===== src/rtl/mem_seq_pkg.sv =====
// Shared types and default sizes for the memory burst sequencer.
//   op_t    : burst operation encoding as it arrives on the OP input
//   state_t : sequencer control states
//   SEQ_AW / SEQ_DW / SEQ_LW : default address, data and length-counter widths
package mem_seq_pkg;

    localparam int SEQ_AW = 17;
    localparam int SEQ_DW = 32;
    localparam int SEQ_LW = 8;

    typedef enum logic [1:0] {
        OP_VLOAD  = 2'b00,
        OP_XLOAD  = 2'b01,
        OP_VSTORE = 2'b10,
        OP_BSTORE = 2'b11
    } op_t;

    typedef enum logic [2:0] {
        S_IDLE  = 3'd0,
        S_LOAD  = 3'd1,
        S_DRAIN = 3'd2,
        S_STORE = 3'd3,
        S_DONE  = 3'd4
    } state_t;

    // Byte-lane operations drive M_E and M_POS.
    function automatic logic op_is_lane(input op_t op);
        return (op == OP_XLOAD) || (op == OP_BSTORE);
    endfunction

endpackage


===== src/rtl/mem_seq_addr_gen.sv =====
// Address register and remaining-beat down-counter for one burst.
//   clk_i, rst_i : clock, asynchronous active-high reset
//   load_i       : capture base_i / len_i (and stride_i when present)
//   advance_i    : one beat issued or accepted; step address, decrement count
//   addr_o       : current word address
//   last_o       : the current beat is the final one of the burst
// Build option MEM_SEQ_STRIDE_EN adds stride_i; the address then steps by the
// zero-extended stride instead of 1. Address arithmetic wraps modulo 2^AW.
module mem_seq_addr_gen #(
    parameter int AW = 17,
    parameter int LW = 8
) (
    input  logic          clk_i,
    input  logic          rst_i,
    input  logic          load_i,
    input  logic [AW-1:0] base_i,
    input  logic [LW-1:0] len_i,
`ifdef MEM_SEQ_STRIDE_EN
    input  logic [LW-1:0] stride_i,
`endif
    input  logic          advance_i,
    output logic [AW-1:0] addr_o,
    output logic          last_o
);

    logic [AW-1:0] addr_q, addr_d;
    logic [LW-1:0] rem_q, rem_d;
    logic [AW-1:0] inc_s;

`ifdef MEM_SEQ_STRIDE_EN
    logic [LW-1:0] stride_q, stride_d;

    assign inc_s = {{(AW-LW){1'b0}}, stride_q};

    // Stride is captured together with the base address.
    always_comb begin
        stride_d = stride_q;
        if (load_i) begin
            stride_d = stride_i;
        end else begin
            stride_d = stride_q;
        end
    end

    // Stride register.
    always_ff @(posedge clk_i or posedge rst_i) begin
        if (rst_i) begin
            stride_q <= {LW{1'b0}};
        end else begin
            stride_q <= stride_d;
        end
    end
`else
    assign inc_s = {{(AW-1){1'b0}}, 1'b1};
`endif

    // Load takes priority over advance; both are never asserted together.
    always_comb begin
        addr_d = addr_q;
        rem_d  = rem_q;
        if (load_i) begin
            addr_d = base_i;
            rem_d  = len_i;
        end else if (advance_i) begin
            addr_d = addr_q + inc_s;
            rem_d  = rem_q - {{(LW-1){1'b0}}, 1'b1};
        end else begin
            addr_d = addr_q;
            rem_d  = rem_q;
        end
    end

    // Address and remaining-count registers.
    always_ff @(posedge clk_i or posedge rst_i) begin
        if (rst_i) begin
            addr_q <= {AW{1'b0}};
            rem_q  <= {LW{1'b0}};
        end else begin
            addr_q <= addr_d;
            rem_q  <= rem_d;
        end
    end

    assign addr_o = addr_q;
    assign last_o = (rem_q == {{(LW-1){1'b0}}, 1'b1});

endmodule


===== src/rtl/mem_burst_sequencer.sv =====
// Burst sequencer between the vector datapath and the 32-bit data memory.
// A START in IDLE latches OP/BASE/LEN/LANE and moves LEN consecutive words,
// one per cycle, without further control from the decoder.
//   Request : CLK, RST (async active-high), START, OP, BASE, LEN, LANE
//   Store   : WVALID, WDATA in; WREADY out (high for the whole store burst)
//   Load    : RVALID, RDATA out (one cycle after each address, no backpressure)
//   Status  : BUSY (LOAD/DRAIN/STORE), DONE (one-cycle pulse at burst end)
//   Memory  : M_A, M_WDV, M_WDS, M_POS, M_WE, M_E, M_S out; M_RD in
// Build option MEM_SEQ_STRIDE_EN adds the STRIDE input (address step).
module mem_burst_sequencer
    import mem_seq_pkg::*;
#(
    parameter int AW = SEQ_AW,
    parameter int DW = SEQ_DW,
    parameter int LW = SEQ_LW
) (
    input  logic          CLK,
    input  logic          RST,
    input  logic          START,
    input  logic [1:0]    OP,
    input  logic [AW-1:0] BASE,
    input  logic [LW-1:0] LEN,
    input  logic [1:0]    LANE,
`ifdef MEM_SEQ_STRIDE_EN
    input  logic [LW-1:0] STRIDE,
`endif
    input  logic          WVALID,
    input  logic [DW-1:0] WDATA,
    output logic          WREADY,
    output logic          RVALID,
    output logic [DW-1:0] RDATA,
    output logic          BUSY,
    output logic          DONE,
    output logic [AW-1:0] M_A,
    output logic [DW-1:0] M_WDV,
    output logic [DW-1:0] M_WDS,
    output logic [1:0]    M_POS,
    output logic          M_WE,
    output logic          M_E,
    output logic          M_S,
    input  logic [DW-1:0] M_RD
);

    state_t        state_q, state_d;
    op_t           op_q, op_d;
    logic [1:0]    lane_q, lane_d;
    logic          rvalid_q, rvalid_d;
    logic [DW-1:0] rdata_q, rdata_d;

    logic          ag_load_s;
    logic          ag_adv_s;
    logic          ag_last_s;
    logic [AW-1:0] ag_addr_s;
    logic          busy_s;
    logic          store_s;
    logic          lane_op_s;

    mem_seq_addr_gen #(
        .AW(AW),
        .LW(LW)
    ) u_addr_gen (
        .clk_i    (CLK),
        .rst_i    (RST),
        .load_i   (ag_load_s),
        .base_i   (BASE),
        .len_i    (LEN),
`ifdef MEM_SEQ_STRIDE_EN
        .stride_i (STRIDE),
`endif
        .advance_i(ag_adv_s),
        .addr_o   (ag_addr_s),
        .last_o   (ag_last_s)
    );

    // Next-state logic: request capture, beat issue and burst termination.
    always_comb begin
        state_d   = state_q;
        op_d      = op_q;
        lane_d    = lane_q;
        rvalid_d  = 1'b0;
        rdata_d   = rdata_q;
        ag_load_s = 1'b0;
        ag_adv_s  = 1'b0;
        case (state_q)
            S_IDLE: begin
                if (START) begin
                    op_d      = op_t'(OP);
                    lane_d    = LANE;
                    ag_load_s = 1'b1;
                    if (LEN == {LW{1'b0}}) begin
                        state_d = S_DONE;
                    end else if (OP[1]) begin
                        state_d = S_STORE;
                    end else begin
                        state_d = S_LOAD;
                    end
                end else begin
                    state_d = S_IDLE;
                end
            end
            S_LOAD: begin
                // Memory answers in the same cycle; the word is presented
                // on RDATA one cycle later.
                ag_adv_s = 1'b1;
                rvalid_d = 1'b1;
                rdata_d  = M_RD;
                if (ag_last_s) begin
                    state_d = S_DRAIN;
                end else begin
                    state_d = S_LOAD;
                end
            end
            S_DRAIN: begin
                state_d = S_DONE;
            end
            S_STORE: begin
                // WVALID gaps stall the burst without writing.
                if (WVALID) begin
                    ag_adv_s = 1'b1;
                    if (ag_last_s) begin
                        state_d = S_DONE;
                    end else begin
                        state_d = S_STORE;
                    end
                end else begin
                    state_d = S_STORE;
                end
            end
            S_DONE: begin
                state_d = S_IDLE;
            end
            default: begin
                state_d = S_IDLE;
            end
        endcase
    end

    // Control state and read-return registers.
    always_ff @(posedge CLK or posedge RST) begin
        if (RST) begin
            state_q  <= S_IDLE;
            op_q     <= OP_VLOAD;
            lane_q   <= 2'b00;
            rvalid_q <= 1'b0;
            rdata_q  <= {DW{1'b0}};
        end else begin
            state_q  <= state_d;
            op_q     <= op_d;
            lane_q   <= lane_d;
            rvalid_q <= rvalid_d;
            rdata_q  <= rdata_d;
        end
    end

    assign busy_s    = (state_q == S_LOAD) || (state_q == S_DRAIN) || (state_q == S_STORE);
    assign store_s   = (state_q == S_STORE);
    assign lane_op_s = op_is_lane(op_q);

    assign BUSY   = busy_s;
    assign DONE   = (state_q == S_DONE);
    assign WREADY = store_s;
    assign RVALID = rvalid_q;
    assign RDATA  = rdata_q;

    // Write enable follows WVALID directly so a beat is written the cycle it is offered.
    assign M_WE  = store_s & WVALID;
    assign M_A   = ag_addr_s;
    assign M_E   = busy_s & lane_op_s;
    assign M_S   = busy_s & (op_q == OP_XLOAD);
    assign M_POS = (busy_s && lane_op_s) ? lane_q : 2'b00;
    assign M_WDV = store_s ? WDATA : {DW{1'b0}};
    assign M_WDS = (store_s && (op_q == OP_BSTORE)) ? WDATA : {DW{1'b0}};

endmodule


===== config.mk =====
export PLATFORM = sky130hd
export DESIGN_NAME = mem_burst_sequencer
export DESIGN_NICKNAME = d
export VERILOG_FILES = /design/src/rtl/mem_seq_pkg.sv /design/src/rtl/mem_seq_addr_gen.sv /design/src/rtl/mem_burst_sequencer.sv
export SDC_FILE = /design/constraint.sdc
export NUM_CORES = 1
export LEC_CHECK = 0
export ABC_CLOCK_PERIOD_IN_PS = 2940
export CAP_MARGIN = 10
export CORE_UTILIZATION = 38
export DETAILED_ROUTE_END_ITERATION = 12
export GPL_TIMING_DRIVEN = 1
export PLACE_DENSITY = 0.79
export SYNTH_ARGS = -nofsm -noshare
export SYNTH_HDL_FRONTEND = slang
export SYNTH_SLANG_ARGS = --single-unit
export TNS_END_PERCENT = 50

===== constraint.sdc =====
create_clock -name CLK -period 2.94 [get_ports CLK]
set_input_delay 0.735 -clock CLK [delete_from_list [all_inputs] [get_ports CLK]]
set_output_delay 0.735 -clock CLK [all_outputs]
set_load 0.03 [all_outputs]

==> reports/summary.txt, run 1 <==
core area - 0.00889 sq mm
HPWL after DPL - 8.65 mm
Pleak - 0.00272 uW
most frequent cells in the layout - clkdlybuf4s50_1, buf_4, dfrtp_1, and3_1, and2_1
die area - 0.00976 sq mm
Final Hold Fails - 0
post-layout min period - 2790 ps
peak supply drop - 0.000519 V
register area share after synthesis - 45.7%
Placer Congestion - 0.860
Critical Path Fanout Max - 32
Final TNS setup - 0 ps
total grt overflow - 0
unrepaired setup endpoints after global routing - false
Top Ports - 219
Worst setup EP type - primary output
post-cts resize count - 0
Initial Utilization - 40.0%
Total Wirelength - 11.4 mm
worst slack, placed - 152 ps
vias - 3629
floorplan row count - 34
Pwr per Cell Area - 1100 mW/mm^2
Net Count, Synth - 449
Clock Path Buffers - 2
CTS Hold Bufs - 0
DR vias/cell - 5.34
CP max stage cell - dfrtp_1
setup bufs post-CTS - 0
EDFF count, synth - 0
r2r setup slk - 860 ps
All-Layer GR Usage - 23.7%
Post-Synthesis Cells - 349
crit share post-route - 94.8%
Setup CP Type - reg2out
FF-to-FF End - u_addr_gen.addr_o[14]
Worst Setup Slack, final - 152 ps
Synth cell types - 52
CP Launch Type - flop
Mapped Area - 0.00356 sq mm
Slew @ Worst Pin - 653 ps
max incr delay on CP - 440 ps
crit path cell chain - nand2b_2 > nor2_1 > and3_1 > buf_4 > and2_1 > buf_4
CTS tree - built
area grow syn2layout - 67.8%
antenna viol nets, final - 0
R2R cell count - 5
Synth Area in Simple Gates - 29.1%
required time worst endpoint - 2200 ps
most common cell after layout, fill and taps aside - clkdlybuf4s50_1
Synth Area in Adders - 1.05%
CTS buffer count - 9
initial antenna violation count - 0
first-pass iteration count of the detailed router - 4
max_slew headroom - 56.4%
Worst Clk Skew - 12.8 ps
Crit path top cell by count - buf_4
Critical Path Start - state_q[2]
compound-gate portion of the synthesized area - 10.0%
largest family of logic cells by synthesized area - simple AND/OR/NAND/NOR gates
vias in the first global route - 3662
XOR/XNOR share of the synthesized area - 0.492%
Avg Synthesized Cell Area - 10.2 sq um
maxcap violations - 0
H-tree depth - 3
clock-pin slew on the worst setup and hold paths - 80 ps
mux share of post-synthesis cell area - 10.1%
Fmax - 0.359 GHz
Die Height - 98.8 microns
diode count - 0
final net count - 666
ys flop type - dfrtp_1
port bufs - 218
Syn. warnings - 0
outcome - finished clean
wire length per cell - 16.8 microns
asr flop ratio synth - 100%
Max Slew Vio Count - 0
share of cells above drive strength 1 - 23.5%
CTS root buf - clkbuf_8
crit path DAT - 2050 ps
number of remaining DRC errors - 0
Hold Crit Class - reg2reg
FF-to-FF Start - state_q[2]
Die Wd - 98.8 microns
final setup fails - 0
initial drt markers - 181
global-route wire length before repair - 18.2 mm
clk_lat worst skew - 350 ps
FF+latch count, synth - 65
largest net degree at the start of global routing - 66
Worst Setup EP - M_WDS[31]
clock sink count - 65
[worst max-delay path: cells and delay by family, from the launching register on]
family | cells | cell delay (ps)
buffers and inverters | 2 | 410
flip-flops | 1 | 440
AND/OR/NAND/NOR | 4 | 850
[cell type report]
cell class	count	area, sq um
fill	699	2920
timing repair buffer	227	2130
multi-input combinational	257	1820
sequential	65	1630
clock buffer	11	151
tap	108	135
clock inverter	5	86.3
inverter	6	22.5
[routing by layer]
metal,vias to the layer above,wire [microns],GRT usage (%)
li1,1721,-,-
met1,1718,4410,28.2
met2,171,5880,41.7
met3,19,914,5.82
met4,0,206,8.50
met5,-,0,0
[metrics by stage]
stage | power, uW | cell area [sq um] | hold slack, ps | utilization (%) | instances
after floorplan | 4160 | 3560 | 437 | - | 349
after global placement | 5580 | 5730 | 454 | 64.4 | 663
after detailed placement | 5690 | 5730 | 459 | 64.4 | 663
after CTS | 6600 | 5970 | 478 | 67.1 | 679
after global routing | 6950 | 5970 | 505 | 67.2 | 679
final | 6560 | 5970 | 471 | 67.2 | 679
[registers in the layout, summed over array words and instances, names as in the netlist]
name,flops
RDATA,32
u_addr_gen.addr_o,17
u_addr_gen.rem_q,8
state_q,3
lane_q,2
op_q,2
RVALID,1
[how the worst min path moves through the flow]
stage | from | cells past startpoint | end
floorplan | lane_q[0] | 2 | lane_q[0]
global placement | lane_q[0] | 2 | lane_q[0]
detailed placement | lane_q[0] | 2 | lane_q[0]
CTS | lane_q[1] | 2 | lane_q[1]
global route | lane_q[0] | 2 | lane_q[0]
finish | lane_q[0] | 2 | lane_q[0]
[logic make-up after synthesis]
| kind of cell | after synthesis |
|---|---|
| simple gates | 175 |
| flops | 65 |
| compound gates | 45 |
| mux | 32 |
| buf+inv | 27 |
| fa+ha+maj | 3 |
| xor+xnor | 2 |
[power by group]
part / internal (uW) / total [uW] / switching, uW
logic: 1730 / 3950 / 2220
clock network: 530 / 896 / 366
registers: 1350 / 1720 / 374
total: 3610 / 6560 / 2960
[cells in the mapped netlist, drive strengths merged (4+ instances only)]
cell type  instances  area [sq um]
a21oi              4          20.0
a221o              9          90.1
and2              37           231
and3              41           257
and4               4          37.5
buf               11          61.3
clkbuf            10          41.3
dfrtp             65          1630
inv                6          22.5
mux2              32           360
nand2             32           123
nand3             12          65.1
nand4              8          65.1
nor2              14          57.6
nor3               6          41.3
o211ai             5          37.5
o21ai              8          58.8
or3                4          25.0
or4                6          48.8
No activity file was read; power rests on OpenSTA's default activity.
==> run 2, diff against run 1 <==
--- a/config.mk
+++ b/config.mk
@@ -5,7 +5,7 @@
 export SDC_FILE = /design/constraint.sdc
 export NUM_CORES = 1
 export LEC_CHECK = 0
-export ABC_CLOCK_PERIOD_IN_PS = 2940
+export ABC_CLOCK_PERIOD_IN_PS = 3200
 export CAP_MARGIN = 10
 export CORE_UTILIZATION = 38
 export DETAILED_ROUTE_END_ITERATION = 12
==> constraint.sdc (replaced) <==
create_clock -name CLK -period 3.2 [get_ports CLK]
set_input_delay 0.8 -clock CLK [delete_from_list [all_inputs] [get_ports CLK]]
set_output_delay 0.8 -clock CLK [all_outputs]
set_load 0.03 [all_outputs]
==> run 2 against run 1 <==
- via count shrank 1.1%
- first-iteration DRC count down 3.9%
- sequential power is 9% lower
- wire length fell by 1.4%
- clock power is 19% lower
- flip-flop and latch count is the same
- cell count increased by 0.15%
- core utilization up 0.099 points
- die area did not move
- critical endpoint is now M_WDV[30]
- largest power group unchanged
==> reports/summary.txt, run 2 (synthesis gave the netlist of run 1 again) <==
outcome - finished clean
post-cts resize count - 0 (unchanged)
area grow syn2layout - 68.0%
final net count - 667 (+0.15%)
busiest metal layer after global routing - met2
total grt overflow - 0 (unchanged)
Worst setup EP type - primary output
vias in the first global route - 3492 (-4.6%)
Clock Path Buffers - 2 (unchanged)
initial drt markers - 174 (-3.9%)
worst slack, placed - 213 ps (+61.1 ps)
Largest register FFs - 32 (unchanged)
clock-pin slew on the worst setup and hold paths - 70 ps (about the same)
post-layout min period - 3040 ps
GRT met3 Usage - 5.25% (-0.57 points)
crit share post-route - 94.9%
HPWL after DPL - 8.65 mm (-0.11%)
Worst Setup Slack, final - 162 ps (+10.8 ps)
most common cell after layout, fill and taps aside - clkdlybuf4s50_1
Setup CP Type - reg2out
Pwr per Cell Area - 990 mW/mm^2 (-9.9%)
final setup fails - 0 (unchanged)
Initial Utilization - 40.0% (unchanged)
CTS tree - built
Final TNS setup - 0 ps (unchanged)
largest net degree at the start of global routing - 40 (-39%)
Design Area, Final - 0.00598 sq mm (+0.15%)
Placer Congestion - 0.831 (-3.4%)
crit path DAT - 2240 ps (+190 ps)
CTS root buf - clkbuf_8
required time worst endpoint - 2400 ps (+200 ps)
max_slew headroom - 56.8% (+0.38 points)
Max Slew Vio Count - 0 (unchanged)
DR vias/cell - 5.28 (-1.2%)
share of cells above drive strength 1 - 17.7% (-5.8 points)
Critical Path Fanout Max - 33 (+3.1%)
peak supply drop - 0.000533 V (+2.7%)
Total Wirelength - 11.3 mm (-1.4%)
Final Hold Fails - 0 (unchanged)
utilization after layout - 67.3% (+0.099 points)
most frequent cells in the layout - clkdlybuf4s50_1, dfrtp_1, buf_4, and3_1, and2_1
first-pass iteration count of the detailed router - 4 (unchanged)
Fmax - 0.329 GHz
Die Wd - 98.8 microns (unchanged)
clock sink count - 65 (unchanged)
number of remaining DRC errors - 0 (unchanged)
met2 usage - 41.0% (-0.70 points)
die area - 0.00976 sq mm (unchanged)
floorplan row count - 34 (unchanged)
setup bufs post-CTS - 0 (unchanged)
CTS Hold Bufs - 0 (unchanged)
wire length per cell - 16.6 microns (-1.5%)
Top Ports - 219 (unchanged)
Die Height - 98.8 microns (unchanged)
port bufs - 218 (unchanged)
DP Area - 0.00577 sq mm (+0.79%)
maxcap violations - 0 (unchanged)
CP Launch Type - flop
met1 Use GR - 27.2% (-1.0 points)
vias - 3589 (-1.1%)
Pleak - 0.00263 uW (-3.1%)
Hold Crit Class - reg2reg
unrepaired setup endpoints after global routing - false
clk_lat worst skew - 340 ps (about the same)
CTS buffer count - 9 (unchanged)
antenna viol nets, final - 0 (unchanged)
diode count - 0 (unchanged)
initial antenna violation count - 0 (unchanged)
Worst Clk Skew - 14.5 ps (+1.76 ps)
Fin Hold WS - 474 ps (+2.86 ps)
core area - 0.00889 sq mm (unchanged)
All-Layer GR Usage - 23.2% (-0.50 points)
global-route wire length before repair - 17.9 mm (-1.9%)
Slew @ Worst Pin - 648 ps (-5.67 ps)
H-tree depth - 3 (unchanged)
==> run 2: changes by cell type in the layout (fill, tap and decap cells not counted), sizes merged <==
cell / change
clkinvlp: +1
buf: -29
clkdlybuf4s50: +30
clkinv: -2
bufinv: -1
clkbuf: +2
==> run 2: final cells by class <==
cell class | instances | area, sq um
clock buffers | 13 | 159
clock inverters | 3 | 46.3
fillers | 736 | 2910
inverters | 6 | 22.5
multi-input cells | 257 | 1810
flip-flops and latches | 65 | 1630
well taps | 108 | 135
repair buffers | 228 | 2180
==> run 2: path summary, 6_finish.rpt <==
kind	startpoint	endpoint	slack (ps)	cells after the start
worst min register to register	lane_q[1]	lane_q[1]	470	2
max in group asynchronous	RST	state_q[0]	2010	3
worst max register to register	state_q[1]	u_addr_gen.addr_o[3]	1090	5
worst min-delay path	lane_q[1]	lane_q[1]	470	2
worst max-delay path	state_q[2]	M_WDV[30]	160	4
min in group asynchronous	RST	RDATA[10]	870	3
==> run 2: power by group <==
part	switching [uW]	total, uW	internal, uW
clock network	320	726	406
logic	2030	3620	1600
registers	336	1570	1240
total	2680	5920	3240
==> run 2: layer usage <==
metal	share of wire, %	up-vias
met5	0	-
met4	2.4	0
met2	51	149
met3	6.5	22
met1	40	1700
li1	-	1718
==> run 2: worst max-delay path: stages (launching register included) <==
cell             delay (ps)
dfrtp_1                 450
and2b_1                 240
buf_4                   270
and3_1                  250
clkdlybuf4s50_1         680
==> run 2: metrics by stage <==
step | power (uW) | instances
6_report | 5920 | 680
5_1_grt | 6270 | 680
4_1_cts | 5970 | 680
3_5_place_dp | 5230 | 664
3_3_place_gp | 5140 | 664
2_1_floorplan | 3820 | 349
==> run 3, diff against run 2 <==
--- a/config.mk
+++ b/config.mk
@@ -5,12 +5,13 @@
 export SDC_FILE = /design/constraint.sdc
 export NUM_CORES = 1
 export LEC_CHECK = 0
-export ABC_CLOCK_PERIOD_IN_PS = 3200
+export ABC_CLOCK_PERIOD_IN_PS = 2500
 export CAP_MARGIN = 10
-export CORE_UTILIZATION = 38
+export CORE_UTILIZATION = 34
 export DETAILED_ROUTE_END_ITERATION = 12
+export GPL_ROUTABILITY_DRIVEN = 1
 export GPL_TIMING_DRIVEN = 1
-export PLACE_DENSITY = 0.79
+export PLACE_DENSITY = 0.75
 export SYNTH_ARGS = -nofsm -noshare
 export SYNTH_HDL_FRONTEND = slang
 export SYNTH_SLANG_ARGS = --single-unit
==> constraint.sdc (replaced) <==
create_clock -name CLK -period 2.5 [get_ports CLK]
set_input_delay 0.625 -clock CLK [delete_from_list [all_inputs] [get_ports CLK]]
set_output_delay 0.625 -clock CLK [all_outputs]
set_load 0.03 [all_outputs]
==> run 3 against run 2 <==
- first-iteration DRC count decreased by 15%
- critical path type unchanged
- flip-flop and latch count unchanged
- via count increased by 0.67%
==> reports/summary.txt, run 3 (synthesis gave the netlist of run 1 again) <==
outcome - finished clean
vias - 3613 (+0.67%)
global-route wire length before repair - 18.4 mm (+3.0%)
required time worst endpoint - 1880 ps (-520 ps)
Pwr per Cell Area - 1280 mW/mm^2 (+29%)
Clock Path Buffers - 2 (unchanged)
Fmax - 0.414 GHz
CTS root buf - clkbuf_8
Hold Crit Class - reg2reg
unrepaired setup endpoints after global routing - false
number of remaining DRC errors - 0 (unchanged)
Initial Utilization - 35.7% (-4.3 points)
Total Wirelength - 11.5 mm (+2.1%)
H-tree depth - 3 (unchanged)
antenna viol nets, final - 0 (unchanged)
first-pass iteration count of the detailed router - 4 (unchanged)
Fin Hold WS - 483 ps (+8.52 ps)
vias in the first global route - 3563 (+2.0%)
area grow syn2layout - 71.5%
DP Area - 0.00579 sq mm (+0.20%)
Worst Clk Skew - 5.98 ps (-8.55 ps)
DR vias/cell - 5.08 (-3.7%)
floorplan row count - 36 (+5.9%)
post-layout min period - 2410 ps
Final TNS setup - 0 ps (unchanged)
initial drt markers - 148 (-15%)
final net count - 673 (+0.90%)
most common cell after layout, fill and taps aside - clkdlybuf4s50_1
core area - 0.00995 sq mm (+12%)
Worst setup EP type - primary output
Pleak - 0.00277 uW (+5.4%)
peak supply drop - 0.000648 V (+22%)
die area - 0.0109 sq mm (+12%)
Setup CP Type - reg2out
Placer Congestion - 0.825 (-0.73%)
All-Layer GR Usage - 21.0% (-2.3 points)
total grt overflow - 0 (unchanged)
Die Wd - 104 microns (+5.6%)
Max Slew Vio Count - 0 (unchanged)
final setup fails - 0 (unchanged)
max_slew headroom - 61.7% (+4.8 points)
clk_lat worst skew - 340 ps (about the same)
CTS Hold Bufs - 0 (unchanged)
CP Launch Type - flop
crit path DAT - 1790 ps (-450 ps)
share of cells above drive strength 1 - 27.0% (+9.3 points)
Final Hold Fails - 0 (unchanged)
diode count - 0 (unchanged)
crit share post-route - 96.5%
HPWL after DPL - 8.44 mm (-2.4%)
Largest register FFs - 32 (unchanged)
maxcap violations - 0 (unchanged)
Design Area, Final - 0.00610 sq mm (+2.1%)
Critical Path Fanout Max - 16 (-52%)
initial antenna violation count - 0 (unchanged)
clock-pin slew on the worst setup and hold paths - 70 ps (about the same)
Die Height - 104 microns (+5.6%)
most frequent cells in the layout - clkdlybuf4s50_1, buf_4, dfrtp_1, and3_1, and2_1
Slew @ Worst Pin - 575 ps (-72.6 ps)
clock sink count - 65 (unchanged)
utilization after layout - 61.3% (-6.0 points)
port bufs - 218 (unchanged)
CTS tree - built
largest net degree at the start of global routing - 66 (+65%)
Top Ports - 219 (unchanged)
CTS buffer count - 9 (unchanged)
wire length per cell - 16.2 microns (-2.4%)
-- run 3: cell types whose count changed in the layout (fill, tap and decap cells not counted), moves of 2 or more --
cell / previous run / this run
buf_12: 0 / 5
clkdlybuf4s50_1: 186 / 147
clkbuf_8: 11 / 9
buf_4: 42 / 81
dfrtp_1: 65 / 63
and2_1: 37 / 35
bufinv_16: 1 / 3
and2_4: 0 / 2
dfrtp_2: 0 / 2
-- run 3: timing repair --
| item | CTS | global route |
|---|---|---|
| buffers inserted | 0 | 2 |
| resized for setup | 5 | 5 |
| pin swaps | 0 | 2 |
| cloned | 0 | 1 |
| endpoints found under the setup margin | 51 | 32 |
-- run 3: path summary, 6_finish.rpt --
kind,start,end,slack [ps],cells after the start
setup reg to reg,state_q[1],u_addr_gen.addr_o[3],440,5
setup / recovery,state_q[2],M_WDS[5],90,6
min in group asynchronous,RST,RDATA[10],650,3
max in group asynchronous,RST,state_q[0],1510,3
hold / removal,lane_q[1],lane_q[1],480,2
hold reg to reg,lane_q[1],lane_q[1],480,2
-- run 3: cell type report --
cell class              count  area (sq um)
repair buffers            234          2200
multi-input cells         257          1840
inverters                   6          22.5
clock inverters             6           115
well taps                 133           166
fillers                   871          3850
clock buffers              10           128
flip-flops and latches     65          1630
-- run 3: metal layers --
metal	GRT usage [%]	routed length, microns
met4	3.57	87
met1	27.6	5050
met2	35.0	5680
met5	0	0
met3	5.39	681
-- run 3: power by group --
group,internal (uW),switching (uW),leakage [uW],total [uW]
combinational,2070,2620,0.00188,4690
sequential,1590,442,0.000776,2030
clock,668,432,0.000117,1100
-- run 3: metrics by stage --
stage	total power [uW]	setup slack [ps]	cells
finish	7820	86.3	711
CTS	7830	2.36	708
global placement	6590	107	692
floorplan	4900	24.0	349
global route	8270	8.44	711
detailed placement	6690	58.9	692
-- run 3: critical path: stages, from the launching register on --
cell and delay (ps):
dfrtp_2 430, nand2b_4 150, nor2_2 160, and3_4 240, clkbuf_16 170, and2_1 130, buf_4 150
